--- config.mk ---
export PLATFORM = sky130hd
export DESIGN_NAME = regfile_write_sequencer
export DESIGN_NICKNAME = d
export VERILOG_FILES = /design/src/rtl/regfile_write_sequencer.sv
export SDC_FILE = /design/constraint.sdc
export NUM_CORES = 1
export LEC_CHECK = 0
export ABC_AREA = 1
export CAP_MARGIN = 0
export CORE_AREA = 10 10 141 143
export CTS_CLUSTER_DIAMETER = 150
export DETAILED_ROUTE_END_ITERATION = 10
export DIE_AREA = 0 0 151 153
export MAX_ROUTING_LAYER = met4
export PLACE_DENSITY = 0.76
export RECOVER_POWER = 25
export SLEW_MARGIN = 10
export SYNTH_ARGS = -nofsm -noshare
export SYNTH_HDL_FRONTEND = slang
export SYNTH_SLANG_ARGS = --single-unit
--- constraint.sdc ---
create_clock -name clk -period 1.6 [get_ports clk]
set_input_delay 0.16 -clock clk [delete_from_list [all_inputs] [get_ports clk]]
set_output_delay 0.16 -clock clk [all_outputs]
set_load 0.005 [all_outputs]
--- src/rtl/regfile_write_sequencer.sv ---
// Shares the register file write port between core writeback (priority) and a
// buffered 128-bit AES result written as four words into BASE_ADDR..BASE_ADDR+3.
module regfile_write_sequencer #(
    parameter int BASE_ADDR = 28,
    parameter int CNT_W     = 16
) (
    input  logic             clk,
    input  logic             reset,
    input  logic             core_we,
    input  logic [4:0]       core_waddr,
    input  logic [31:0]      core_wdata,
    input  logic             aes_valid,
    input  logic [127:0]     aes_data,
    output logic             aes_ready,
    output logic             write_enable,
    output logic [4:0]       write_addr,
    output logic [31:0]      write_data,
    output logic             aes_busy,
    output logic             aes_done,
    output logic [CNT_W-1:0] stall_cnt
);
    typedef enum logic [1:0] {IDLE, WRITE, DONE} state_t;

    localparam logic [4:0]       BASE     = 5'(BASE_ADDR);
    localparam logic [CNT_W-1:0] CNT_ONE  = {{(CNT_W-1){1'b0}}, 1'b1};

    state_t       state, state_nxt;
    logic [1:0]   idx;
    logic [127:0] data_buf;
    logic         core_claim;
    logic         aes_wr;
    logic [31:0]  aes_word;

    // A core write to x0 is a no-op, so it never takes the port from AES.
    assign core_claim = core_we && (core_waddr != 5'd0);
    assign aes_wr     = (state == WRITE) && !core_claim;
    // Word 0 lives in the top 32 bits; ~idx == 3-idx for a 2-bit index.
    assign aes_word   = data_buf[{~idx, 5'b00000} +: 32];

    always_ff @(posedge clk) begin
        if (reset) begin
            state     <= IDLE;
            idx       <= 2'd0;
            data_buf  <= '0;
            stall_cnt <= '0;
        end else begin
            state <= state_nxt;
            if (state == IDLE && aes_valid) begin
                data_buf <= aes_data;
                idx      <= 2'd0;
            end else if (aes_wr) begin
                idx <= idx + 2'd1;
            end
            if (state == WRITE && core_claim && stall_cnt != '1)
                stall_cnt <= stall_cnt + CNT_ONE;
        end
    end

    always_comb begin
        state_nxt    = state;
        aes_ready    = 1'b0;
        aes_busy     = 1'b0;
        aes_done     = 1'b0;
        write_enable = 1'b0;
        write_addr   = 5'd0;
        write_data   = 32'd0;

        case (state)
            IDLE:    if (aes_valid) state_nxt = WRITE;
            WRITE:   if (aes_wr && idx == 2'd3) state_nxt = DONE;
            DONE:    state_nxt = IDLE;
            default: state_nxt = IDLE;
        endcase

        if (!reset) begin
            aes_ready = (state == IDLE);
            aes_busy  = (state == WRITE);
            aes_done  = (state == DONE);
            if (core_claim) begin
                write_enable = 1'b1;
                write_addr   = core_waddr;
                write_data   = core_wdata;
            end else if (aes_wr) begin
                write_enable = 1'b1;
                write_addr   = BASE + {3'b000, idx};
                write_data   = aes_word;
            end
        end
    end
endmodule

==> flow_summary.yaml, run 1 <==
clocking:
  clockBufferDepth: 2
  cts.clk_slew.worst_paths_ns: 0.07
  cts_made_buffers: 17
  cts.sink_count: 148
  htree_levels: 4
  worstSkewPairLatency_ns: 0.42
  root_buffer: "clkbuf_16"
  cts_tree: "yes"
  holdBufCountCts: 0
job:
  maxCapViolations: 0
floorplanning:
  die_h_um: 153
  dieArea_um2: 23100
  num_rows: 48
  boundaryPins: 226
  start_util: 0.414
  die_w_um: 151
  core_area_um2: 17100
placement:
  dp_hpwl_mm: 18.5
  placed_area_um2: 9960
  gp_congestion: 0.851
  port_buffers: 225
logic_synthesis:
  netlist_instances: 1020
  synth_top_area_frac: 0.419
  synth_seq_area_share: 0.419
  synth_top_cell_by_area: "dfxtp_1"
  synth_edf_count: 0
  yosysWarnings: 0
  netlist_area_um2: 7070
  synth_xor_area_frac: 0.00868
  ys_async_sr_fraction: 0
  muxShareOfSynthArea: 0
  synthTopCellsByArea: "dfxtp_1 (42%), o21ai_0 (13%), a21oi_1 (9.3%)"
  ys.flop_type: "dfxtp_1"
  synthSimpleGateAreaFrac: 0.166
  synth_fa_ha_area_frac: 0.00354
  synth_compound_area_frac: 0.265
  synth_nets: 1191
  ys_ff_latch: 148
  synth_top_family_by_area: "compound AO/OA/AOI/OAI gates"
  syn_area_per_cell_um2: 6.93
  yosysUniqueCellTypes: 31
route:
  wl_per_cell_um: 19.2
  drc: 0
  viasPerCell: 5.29
  drt_iter0_markers: 633
  vias: 8137
  dr.pass1.iters: 6
  ant_nets: 0
  routed_wirelength_mm: 29.5
layout:
  syn2layout_area_growth_pct: 63.9
  drive_above_1_share: 0.242
  post-route-util: 0.679
  multi_input_area_um2: 3640
  final-seq-area_um2: 2980
  fill_cells: 1344
  finalInstanceArea_um2: 11600
  nNetsFinal: 1469
critical_path:
  critical_path_class: "reg -> out"
  cp-start-kind: "flip-flop"
  crit_required_ns: 1.44
  cp_slowest_stage_delay_ns: 0.38
  crit_top_cell: "o21ai_2"
  path_cells: "buf_6 -> buf_16 -> a21oi_1 -> o21ai_2 -> nand2_1 -> o21ai_2 -> buf_2"
  crit_fanout: 6
  crit_path_top_delay_cell: "dfxtp_4"
  worstPathArrival_ns: 1.86
  end_kind: "primary output"
power:
  powerDensity_nw_per_um2: 925
  peakVddDrop_uv: 785
  p_leak_nw: 4.83
timing:
  rsz0062_at_grt: "true"
  finalCriticalPeriod_ns: 2.02
  fin_ws_ns: -0.424
  setup_viol: 48
  max-slew-margin-rel: 0.663
  worstMarginPinSlew_ns: 0.506
  finClkSkew_ns: 0.00896
  timing.final.crit_share: 1.27
  finalHoldViolCount: 0
  fmax_mhz: 494
  slew_violations: 0
worst_hold_path:
  hp-class: "in -> reg"
global_routing:
  grt.overflow.total: 0
  grt_max_degree: 64
  grt_use_total: 0.233
  antenna_found_initial: 1
  grt_pass1_wl_mm: 41.4
  grt_pass1_vias: 7832
run_status:
  outcome: "finished with violations"
  violations: "negative setup slack"
sequential cells by signal (all words and copies together), names as in the netlist:
signal     cells
data_buf     128
stall_cnt     16
idx            2
state          2
worst max-delay path: cells and delay by family (launching register included):
| kind | cells | cell delay (ns) |
|---|---|---|
| AOI/OAI and AO/OA | 3 | 0.52 |
| buffers and inverters | 3 | 0.39 |
| DFF | 1 | 0.38 |
| and+or+nand+nor | 1 | 0.15 |
power by group:
| group | switching [W] | leakage [nW] | internal, W |
|---|---|---|---|
| sequential | 0.000123 | 1.22 | 0.00395 |
| combinational | 0.00110 | 3.29 | 0.00103 |
| clock | 0.00157 | 0.317 | 0.00294 |
| total | 0.00280 | 4.83 | 0.00792 |
kinds of logic (layout without fill, tap and decap cells):
kind of cell	after synthesis	count (layout)
simple gates	260	260
buf+inv	241	532
flops	148	148
compound gates	362	362
fa+ha+maj	2	2
other cells	0	2
xor+xnor	7	7
worst paths after layout:
path	start	endpoint	slack (ns)	cells after the start
worst max-delay path	idx[0]$_SDFFE_PP0P_	write_data[21]	-0.42	7
worst min-delay path	aes_data[83]	data_buf[83]$_SDFFE_PP0P_	0.29	3
worst max register to register	state[1]$_SDFFE_PP0P_	data_buf[105]$_SDFFE_PP0P_	-0.13	6
worst min register to register	data_buf[44]$_SDFFE_PP0P_	data_buf[44]$_SDFFE_PP0P_	0.45	2
cell type report:
type	instances	share of cell area
diodes	2	0.000432
clock buffers	24	0.0425
clock inverters	8	0.0147
inverters	167	0.0565
multi-input cells	631	0.314
flip-flops and latches	148	0.258
well taps	225	0.0243
repair buffers	333	0.290
per-stage QoR:
step / hold slack [ns] / worst slack (ns) / instances / setup TNS, ns / power, W
floorplan: 0.307 / 0.0483 / 1020 / 0 / 0.00489
global placement: 0.432 / -0.568 / 1466 / -21.74 / 0.00581
detailed placement: 0.438 / -0.618 / 1466 / -23.92 / 0.00584
CTS: 0.281 / -0.318 / 1520 / -9.58 / 0.0105
global route: 0.303 / -0.441 / 1537 / -18.78 / 0.0111
finish: 0.289 / -0.424 / 1538 / -10.90 / 0.0107
synth_stat cells, types with 3 or more instances:
master,count
nand2_1,123
nor2_1,24
nand4_1,4
nand3_1,91
inv_1,160
xor2_1,3
inv_2,6
a21oi_2,8
clkbuf_1,39
o21ai_1,16
nor2_4,4
o22ai_1,18
dfxtp_1,148
buf_1,3
buf_2,27
o21ai_0,186
a21oi_1,131
nand2_2,7
xnor2_1,4
layer usage:
layer / share of wire / GRT usage / up-vias
met4: 0.045 / 0.0995 / 0
met3: 0.087 / 0.0650 / 88
li1: - / - / 3908
met2: 0.49 / 0.378 / 385
met5: 0 / - / -
met1: 0.38 / 0.262 / 3756
repair_timing:
item                       CTS  global route
pin swaps                   34            29
setup buffers               17            14
resized for setup          312           102
setup endpoints to repair   44            77
hold endpoints to repair     0             0
cloned                       6             5
layout by cell type (no fill, tap or decap), types with 31 or more instances in the layout:
cell type        count
a21oi_2             41
nand2_1            112
dfxtp_1            136
o21ai_0            131
buf_2               37
a21oi_1             92
inv_1              155
nand3_1             90
o21ai_2             31
buf_4               55
o21ai_1             31
clkdlybuf4s50_1    177
(Power assumes the default switching activity.)
==> run 2: changes to the inputs <==
Settings changed: CORE_AREA 10 10 141 143 to 2 2 133 135, DIE_AREA 0 0 151 153 to 0 0 135 137.
==> flow_summary.yaml, run 2 (same netlist as run 1, synthesis figures left out) <==
timing:
  finClkSkew_ns: 0.00711
  worstMarginPinSlew_ns: 0.291
  setup_viol: 39
  fmax_mhz: 525
  max-slew-margin-rel: 0.806
  finalHoldViolCount: 0
  finalCriticalPeriod_ns: 1.90
  slew_violations: 0
  holdWs_ns: 0.288
  fin_setup_tns_ns: -8.91
  rsz0062_at_grt: "true"
  timing.final.crit_share: 1.19
  fin_ws_ns: -0.304
power:
  powerDensity_nw_per_um2: 911
  power.internal_w: 0.00783
  finalPower_w: 0.0107
  pwr-share-seq: 0.382
  peakVddDrop_uv: 838
  clkPwrFrac: 0.415
  p_switching_w: 0.00283
  p_leak_nw: 4.81
  pwr-share-comb: 0.202
  swShare: 0.266
critical_path:
  end_kind: "primary output"
  critPathTopFamily: "buffers and inverters"
  cp_slowest_stage_delay_ns: 0.37
  worstPathArrival_ns: 1.74
  critical_path_class: "reg -> out"
  critPathBufInv: 4
  cp.depth: 7
  reg2reg_depth: 6
  crit_path_top_delay_cell: "dfxtp_4"
  crit_fanout: 12
  path_cells: "buf_4 -> buf_16 -> buf_12 -> o21ai_4 -> nand2_2 -> o21ai_2 -> buf_2"
  crit_required_ns: 1.44
  cp-start-kind: "flip-flop"
clocking:
  worstSkewPairLatency_ns: 0.43
  holdBufCountCts: 0
  clockBufferDepth: 2
  cts_tree: "yes"
  cts_made_buffers: 17
  cts.clk_slew.worst_paths_ns: 0.06
  cts.sink_count: 148
  root_buffer: "clkbuf_16"
  htree_levels: 4
layout:
  top_register: "data_buf"
  largest_register_ffs: 128
  drive_above_1_share: 0.245
  reg.largest.list: "data_buf (128), stall_cnt (16)"
  layout_common_cells: "clkdlybuf4s50_1 (175), inv_1 (156), dfxtp_1 (136)"
  syn2layout_area_growth_pct: 65.6
  final_common_cell: "clkdlybuf4s50_1"
  finalInstanceArea_um2: 11700
  nNetsFinal: 1466
route:
  drt_iter0_markers: 636
  drc: 0
  dr.pass1.iters: 5
  wl_per_cell_um: 17.5
  viasPerCell: 5.34
  ant_nets: 0
  vias: 8223
  routed_wirelength_mm: 27.0
global_routing:
  grt.overflow.total: 0
  grt_max_degree: 47
  grt_pass1_wl_mm: 39.7
  grt_use_total: 0.287
  grt_pass1_vias: 7804
  antenna_found_initial: 7
placement:
  placed_area_um2: 9990
  dp_hpwl_mm: 17.0
  port_buffers: 225
  gp_congestion: 0.882
run_status:
  violations: "negative setup slack"
  outcome: "finished with violations"
floorplanning:
  die_w_um: 135
  boundaryPins: 226
  die_h_um: 137
  start_util: 0.414
  core_area_um2: 17100
  dieArea_um2: 18500
  num_rows: 48
job:
  maxCapViolations: 0
worst_hold_path:
  hp-class: "in -> reg"
  holdPathStages: 3
[run 2: cell type report]
cell class              count  area (um^2)
multi-input cells         631         3710
repair buffers            330         3400
well taps                 225          282
fillers                  1344         5360
flip-flops and latches    148         2980
inverters                 167          649
diodes                      8         20.0
clock buffers              20          447
clock inverters            12          203
[run 2: worst min-delay path, cell delays in order]
cell and delay, ns:
clkdlybuf4s50_1 0.39, inv_1 0.05, o21ai_0 0.07
[run 2: power groups by stage]
stage / logic (W) / registers [W] / clock network, W
after global placement: 0.00170 / 0.00412 / 0
after CTS: 0.00198 / 0.00407 / 0.00444
after detailed placement: 0.00173 / 0.00413 / 0
after global routing: 0.00232 / 0.00410 / 0.00461
after floorplan: 0.000787 / 0.00411 / 0
final: 0.00216 / 0.00408 / 0.00443
[run 2: repair_timing]
action / 4_1_cts / 5_1_grt
setup buffers: 21 / 5
pin swaps: 44 / 18
gates cloned: 9 / 4
endpoints found under the setup margin: 43 / 128
gates resized for setup: 344 / 73
[run 2: worst paths after layout]
kind	startpoint	to	slack [ns]
min reg2reg	data_buf[92]$_SDFFE_PP0P_	data_buf[92]$_SDFFE_PP0P_	0.45
max reg2reg	state[1]$_SDFFE_PP0P_	data_buf[63]$_SDFFE_PP0P_	0.06
max	idx[0]$_SDFFE_PP0P_	write_data[22]	-0.30
min	aes_data[26]	data_buf[26]$_SDFFE_PP0P_	0.29
[run 2: stage by stage]
step | utilization | setup WS, ns | instances
after global routing | 0.686 | -0.407 | 1540
after CTS | 0.664 | -0.319 | 1525
after detailed placement | 0.586 | -0.606 | 1463
after floorplan | - | 0.0483 | 1020
final | 0.686 | -0.304 | 1541
after global placement | 0.586 | -0.546 | 1463
[run 2: layer usage]
| layer | GRT usage | share of wire | vias up |
|---|---|---|---|
| met2 | 0.474 | 0.50 | 351 |
| met4 | 0.139 | 0.042 | 0 |
| met1 | 0.326 | 0.38 | 3872 |
| li1 | - | - | 3919 |
| met3 | 0.0715 | 0.081 | 81 |
| met5 | - | 0 | - |
